### src/rtl/regfile_pkg.sv
// Shared constants and types for the register-file write arbiter slice.
// The default configuration here fixes the address and requester-index widths.
package regfile_pkg;

  localparam int DEF_N     = 32;
  localparam int DEF_NREQ  = 3;
  localparam int DEF_NREGS = 32;

  localparam int ADDR_W = $clog2(DEF_NREGS);
  localparam int REQ_W  = $clog2(DEF_NREQ);

  localparam logic [ADDR_W-1:0] REG_ZERO = '0;

  typedef logic [REQ_W-1:0] req_id_t;

  localparam req_id_t REQ_WB  = req_id_t'(0);
  localparam req_id_t REQ_MC  = req_id_t'(1);
  localparam req_id_t REQ_DBG = req_id_t'(2);

endpackage

### src/rtl/regfile_write_arbiter_if.sv
// Requester-side handshake plus the registered write port toward the register file.
// master = requesters/integration side, slave = the arbiter.
interface regfile_write_arbiter_if #(
  parameter int N     = regfile_pkg::DEF_N,
  parameter int NREQ  = regfile_pkg::DEF_NREQ,
  parameter int NREGS = regfile_pkg::DEF_NREGS
);
  localparam int AW  = $clog2(NREGS);
  localparam int IDW = $clog2(NREQ);

  logic                 rf_hold;
  logic [NREQ-1:0]      req_valid;
  logic [NREQ*AW-1:0]   req_addr;
  logic [NREQ*N-1:0]    req_data;
  logic [NREQ-1:0]      req_ready;
  logic [NREGS-1:0]     rf_enable;
  logic [N-1:0]         rf_data;
  logic [IDW-1:0]       grant_id;
  logic                 wr_valid;

  modport master (
    output rf_hold, req_valid, req_addr, req_data,
    input  req_ready, rf_enable, rf_data, grant_id, wr_valid
  );

  modport slave (
    input  rf_hold, req_valid, req_addr, req_data,
    output req_ready, rf_enable, rf_data, grant_id, wr_valid
  );

endinterface

### src/rtl/regfile_rr_arbiter.sv
// Combinational round-robin arbiter: search starts one past the last grant and wraps.
module regfile_rr_arbiter #(
  parameter int NREQ = regfile_pkg::DEF_NREQ,
  parameter int IDW  = $clog2(NREQ)
) (
  input  logic [NREQ-1:0] valid,
  input  logic [IDW-1:0]  last,
  input  logic            hold,
  output logic [NREQ-1:0] grant,
  output logic [IDW-1:0]  idx
);

  int unsigned    pos;
  logic [IDW-1:0] pos_i;

  always_comb begin
    grant = '0;
    idx   = '0;
    pos   = 0;
    pos_i = '0;
    if (!hold) begin
      for (int unsigned k = 1; k <= NREQ; k++) begin
        pos   = (32'(last) + k) % NREQ;
        pos_i = IDW'(pos);
        if (grant == '0 && valid[pos_i]) begin
          grant[pos_i] = 1'b1;
          idx          = pos_i;
        end
      end
    end
  end

endmodule

### src/rtl/regfile_write_arbiter.sv
// Shares the register-file write port among NREQ requesters (round-robin, valid/ready)
// and drives a registered one-hot enable / data stage; writes to x0 are swallowed.
module regfile_write_arbiter
  import regfile_pkg::*;
#(
  parameter int N     = DEF_N,
  parameter int NREQ  = DEF_NREQ,
  parameter int NREGS = DEF_NREGS
) (
  input logic                    clk,
  input logic                    reset,
  regfile_write_arbiter_if.slave bus
);

  localparam int AW  = $clog2(NREGS);
  localparam int IDW = $clog2(NREQ);

  logic [IDW-1:0]   last;
  logic [IDW-1:0]   gidx;
  logic [NREQ-1:0]  grant;
  logic             hs;
  logic [AW-1:0]    sel_addr;
  logic [N-1:0]     sel_data;
  logic [NREGS-1:0] dec;

  // Reset also suppresses grants so no handshake can complete while it is held.
  regfile_rr_arbiter #(.NREQ(NREQ), .IDW(IDW)) u_arb (
    .valid (bus.req_valid),
    .last  (last),
    .hold  (bus.rf_hold | reset),
    .grant (grant),
    .idx   (gidx)
  );

  assign bus.req_ready = grant;
  assign hs            = |(grant & bus.req_valid);

  always_comb begin
    sel_addr = bus.req_addr[gidx*AW +: AW];
    sel_data = bus.req_data[gidx*N +: N];
  end

  always_comb begin
    dec = '0;
    if (sel_addr != AW'(REG_ZERO)) dec[sel_addr] = 1'b1;
  end

  always_ff @(posedge clk or posedge reset) begin
    if (reset) begin
      last          <= IDW'(NREQ - 1);
      bus.rf_enable <= '0;
      bus.rf_data   <= '0;
      bus.grant_id  <= '0;
      bus.wr_valid  <= 1'b0;
    end else begin
      bus.wr_valid  <= hs;
      bus.rf_enable <= hs ? dec : '0;
      if (hs) begin
        last         <= gidx;
        bus.rf_data  <= sel_data;
        bus.grant_id <= gidx;
      end
    end
  end

endmodule

### src/flat_wrapper.sv
// flat-port wrapper written by rule: the top's interface ports become plain ports
module regfile_write_arbiter_flat import regfile_pkg::*;
#(
  parameter int N     = DEF_N,
  parameter int NREQ  = DEF_NREQ,
  parameter int NREGS = DEF_NREGS
)
  (clk, reset, bus_rf_hold, bus_req_valid, bus_req_addr, bus_req_data, bus_req_ready, bus_rf_enable, bus_rf_data, bus_grant_id, bus_wr_valid);
  regfile_write_arbiter_if #(.N(N), .NREQ(NREQ), .NREGS(NREGS)) bus_i ();
  input logic clk;
  input logic reset;
  input wire logic [$bits(bus_i.rf_hold)-1:0] bus_rf_hold;
  input wire logic [$bits(bus_i.req_valid)-1:0] bus_req_valid;
  input wire logic [$bits(bus_i.req_addr)-1:0] bus_req_addr;
  input wire logic [$bits(bus_i.req_data)-1:0] bus_req_data;
  output wire logic [$bits(bus_i.req_ready)-1:0] bus_req_ready;
  output wire logic [$bits(bus_i.rf_enable)-1:0] bus_rf_enable;
  output wire logic [$bits(bus_i.rf_data)-1:0] bus_rf_data;
  output wire logic [$bits(bus_i.grant_id)-1:0] bus_grant_id;
  output wire logic [$bits(bus_i.wr_valid)-1:0] bus_wr_valid;
  assign bus_i.rf_hold = bus_rf_hold;
  assign bus_i.req_valid = bus_req_valid;
  assign bus_i.req_addr = bus_req_addr;
  assign bus_i.req_data = bus_req_data;
  assign bus_req_ready = bus_i.req_ready;
  assign bus_rf_enable = bus_i.rf_enable;
  assign bus_rf_data = bus_i.rf_data;
  assign bus_grant_id = bus_i.grant_id;
  assign bus_wr_valid = bus_i.wr_valid;
  regfile_write_arbiter #(.N(N), .NREQ(NREQ), .NREGS(NREGS)) u_core (.clk(clk), .reset(reset), .bus(bus_i));
endmodule
### config.mk
export PLATFORM = sky130hd
export DESIGN_NAME = regfile_write_arbiter_flat
export DESIGN_NICKNAME = d
export VERILOG_FILES = /design/src/rtl/regfile_pkg.sv /design/src/rtl/regfile_write_arbiter_if.sv /design/src/rtl/regfile_rr_arbiter.sv /design/src/rtl/regfile_write_arbiter.sv /design/src/flat_wrapper.sv
export SDC_FILE = /design/constraint.sdc
export NUM_CORES = 1
export LEC_CHECK = 0
export ABC_CLOCK_PERIOD_IN_PS = 2350
export CORE_MARGIN = 1.5
export CORE_UTILIZATION = 36
export DETAILED_ROUTE_END_ITERATION = 12
export GPL_TIMING_DRIVEN = 0
export PLACE_DENSITY = 0.76
export SYNTH_ARGS = -nofsm -noshare
export SYNTH_HDL_FRONTEND = slang
export SYNTH_SLANG_ARGS = --single-unit
### constraint.sdc
create_clock -name clk -period 2.35 [get_ports clk]
set_input_delay 0.3525 -clock clk [delete_from_list [all_inputs] [get_ports clk]]
set_output_delay 0.3525 -clock clk [all_outputs]
set_load 0.01 [all_outputs]
==> results.ini <==
[timing]
timing.final.crit_share_pct = 124
fin_skew_ns = 0.00921
final.setup.worst_slack_ns = -0.559
tightest_slew_ns = 0.830
post-route-min-period_ns = 2.91
relSlewSlack_pct = 44.7
setup_violations = 70
maxSlewViolCount = 0
fin_setup_tns_ns = -32.70
finalHoldViolations = 0
max_freq_ghz = 0.344
rsz0062_at_grt = true

[global_routing]
grt_pass1_vias = 4176
antenna_found_initial = 0
grt_max_degree = 69
grt_overflow = 0
grt_usage_pct = 25.0
grt_pass1_wl_mm = 21.3

[clock_network]
clk_latency_ns = 0.34
ctsHoldBuffers = 0
cts_max_level = 3
path_clk_slew_ns = 0.08
cts_tree = yes
root_buffer = clkbuf_8
clockBufferDepth = 2
cts-buffers-inserted = 9
cts.sinks = 68

[yosys]
syn_area_sq_um = 3670
synth-main-ff-cell = dfrtp_1
synth_commonest_cells = dfrtp_1 (67), nor2_1 (62), nand3_1 (41)
synth_edf_count = 0
yosysTopAreaCellShare_pct = 45.6
yosysTopAreaCell = dfrtp_1
syn_inst = 389
synth.net_count = 510
yosysWarnings = 0
yosys-top-cells-area = dfrtp_1 (46%), a311oi_1 (7.6%), a21o_1 (6.7%)
synth_area_per_cell_sq_um = 9.45
seq_area_frac_synth_pct = 46.3
async_flop_share_pct = 100
synth_cell_type_count = 52
synth_seq_cells = 68
yosys.cell_count.top_type = dfrtp_1

[drt]
vias_per_cell = 5.34
antenna_left = 0
drt_iter0_drc = 148
wirelength_mm = 14.7
met3WireLength_mm = 1.00
wl_met1_mm = 5.59
first_pass_iters = 4
dr_wl_met2_mm = 7.73
route.detailed.drc = 0
wl_per_cell_um = 19.0
maxUsedRoutingLayer = met4
vias = 4138

[pwr]
p_total_mw = 7.52
power.density_nw_per_um2 = 1040
leakage_nw = 3.12
vdd_drop_max_mv = 0.450

[cells_and_area]
fin_nets = 758
instances_no_fill = 775
multiInputGateArea_sq_um = 2270
fillers = 729
seq_area_sq_um = 1700
antenna_cells = 0
area_growth_pct = 96.7
final_util_pct = 73.6
drive_above_1_share_pct = 30.5

[critical_path]
critPathMaxFanout = 8
cp.required_ns = 2.62
end_kind = register
worst_path_most_repeated_cell = buf_12
cp_cell_sequence = ha_4 > buf_12 > buf_4 > nand4b_1 > a21oi_1 > o21ba_4 > buf_12 > a31o_4 > or3_1 > buf_6 > nor2_4
crit_slowest_cell = dfstp_2
worstSetupPathType = register to register
critical_path.max_stage_delay_ns = 0.59
cp.arrival_ns = 3.18
start_kind = register

[place]
dp_cells = 707
globalplace.congestion = 0.860
dp_hpwl_mm = 9.54
port_buffers = 185

[floorplanning]
coreArea_sq_um = 9820
start_util_pct = 37.4
dieArea_sq_um = 10800
ios = 187
die_x_um = 104
dieHeight_um = 104
fp-row-count = 36

[min_path]
hold_class = register to register

[outcome]
violations = setup timing
status = finished with violations

[flow_run]
cap_viol_max_count = 0

## where the power goes
group,switching [mW],leakage [nW],internal [mW]
Clock,0.485,0.110,0.603
Combinational,2.20,2.11,2.57
Sequential,0.189,0.893,1.48
Total,2.87,3.12,4.65
## critical path: cells and delay by family, from the launching register on
| kind | cells | cell delay [ns] |
|---|---|---|
| adders and majority gates | 1 | 0.18 |
| and+or+nand+nor | 3 | 0.63 |
| AOI/OAI and AO/OA | 3 | 0.85 |
| buffers and inverters | 4 | 0.59 |
| DFF | 1 | 0.59 |
## per-layer routing
layer,vias up,global-route usage [%]
met5,-,0
met4,0,8.73
met3,34,5.83
met1,2010,28.1
met2,203,46.2
li1,1891,-
## stage by stage
step           instance area, sq um  hold slack, ns  setup WS, ns
2_1_floorplan                  3790           0.494        -0.149
5_1_grt                        7230           0.487        -0.665
6_report                       7230           0.480        -0.559
3_3_place_gp                   5810           0.459        -0.925
3_5_place_dp                   5810           0.465        -0.779
4_1_cts                        6790           0.482        -0.472
## cells by family after synthesis
| kind of cell | after synthesis | synth area share (%) |
|---|---|---|
| and+or+nand+nor | 176 | 23.3 |
| AOI/OAI and AO/OA | 98 | 22.9 |
| DFF | 68 | 46.3 |
| buffers and inverters | 40 | 5.45 |
| adders and majority gates | 4 | 1.36 |
| muxes | 2 | 0.579 |
| other | 1 | 0.102 |
## state kept, by name (all words and copies together), names as in the netlist
register,cells
u_core.bus.rf_data,32
u_core.bus.grant_id,1
u_core.last,2
u_core.bus.rf_enable,32
u_core.bus.wr_valid,1
## worst paths after layout
| path | from | end | slack [ns] | cells past startpoint |
|---|---|---|---|---|
| max in group asynchronous | reset | u_core.bus.rf_data[30] | 1.22 | 2 |
| setup / recovery | u_core.last[1] | u_core.bus.rf_enable[11] | -0.56 | 11 |
| min in group asynchronous | reset | u_core.bus.rf_enable[11] | 0.56 | 2 |
| setup reg to reg | u_core.last[1] | u_core.bus.rf_enable[11] | -0.56 | 11 |
| hold reg to reg | u_core.bus.rf_data[11] | u_core.bus.rf_data[11] | 0.48 | 1 |
| hold / removal | u_core.bus.rf_data[11] | u_core.bus.rf_data[11] | 0.48 | 1 |
## area by class of cell
type                       instances  area share [%]
timing repair buffer             240            34.6
multi-input combinational        281            31.3
sequential                        68            23.6
buffer                            31            4.59
tap                              133            2.30
clock buffer                       9            1.71
clock inverter                     7            1.37
inverter                           6           0.519
## what timing repair did
item | CTS | global route
buffers inserted | 28 | 19
gates cloned | 6 | 2
gates resized for setup | 100 | 72
pin swaps | 17 | 18
endpoints found under the setup margin | 70 | 70
## layout by cell type, fill, tap and decap left out, types with 3 or more instances in the layout
cell type,synthesis,routed
buf_2,10,3
a311oi_2,0,22
nor3_2,7,8
a31oi_4,2,3
buf_4,7,33
clkdlybuf4s50_1,0,182
dfrtp_1,67,67
clkbuf_8,0,12
clkbuf_1,15,4
a311oi_1,32,9
nand3b_1,3,3
nor2_1,62,47
buf_8,1,5
buf_16,0,5
nand3_1,41,37
nor2_4,0,9
nand3_2,0,3
buf_6,0,19
a21oi_1,4,3
nand2_2,1,3
a21o_1,33,33
o21ai_1,2,4
clkbuf_2,0,4
nor2_2,3,9
buf_12,0,9
nand2_1,39,36
Power figures use the tool's default switching activity.
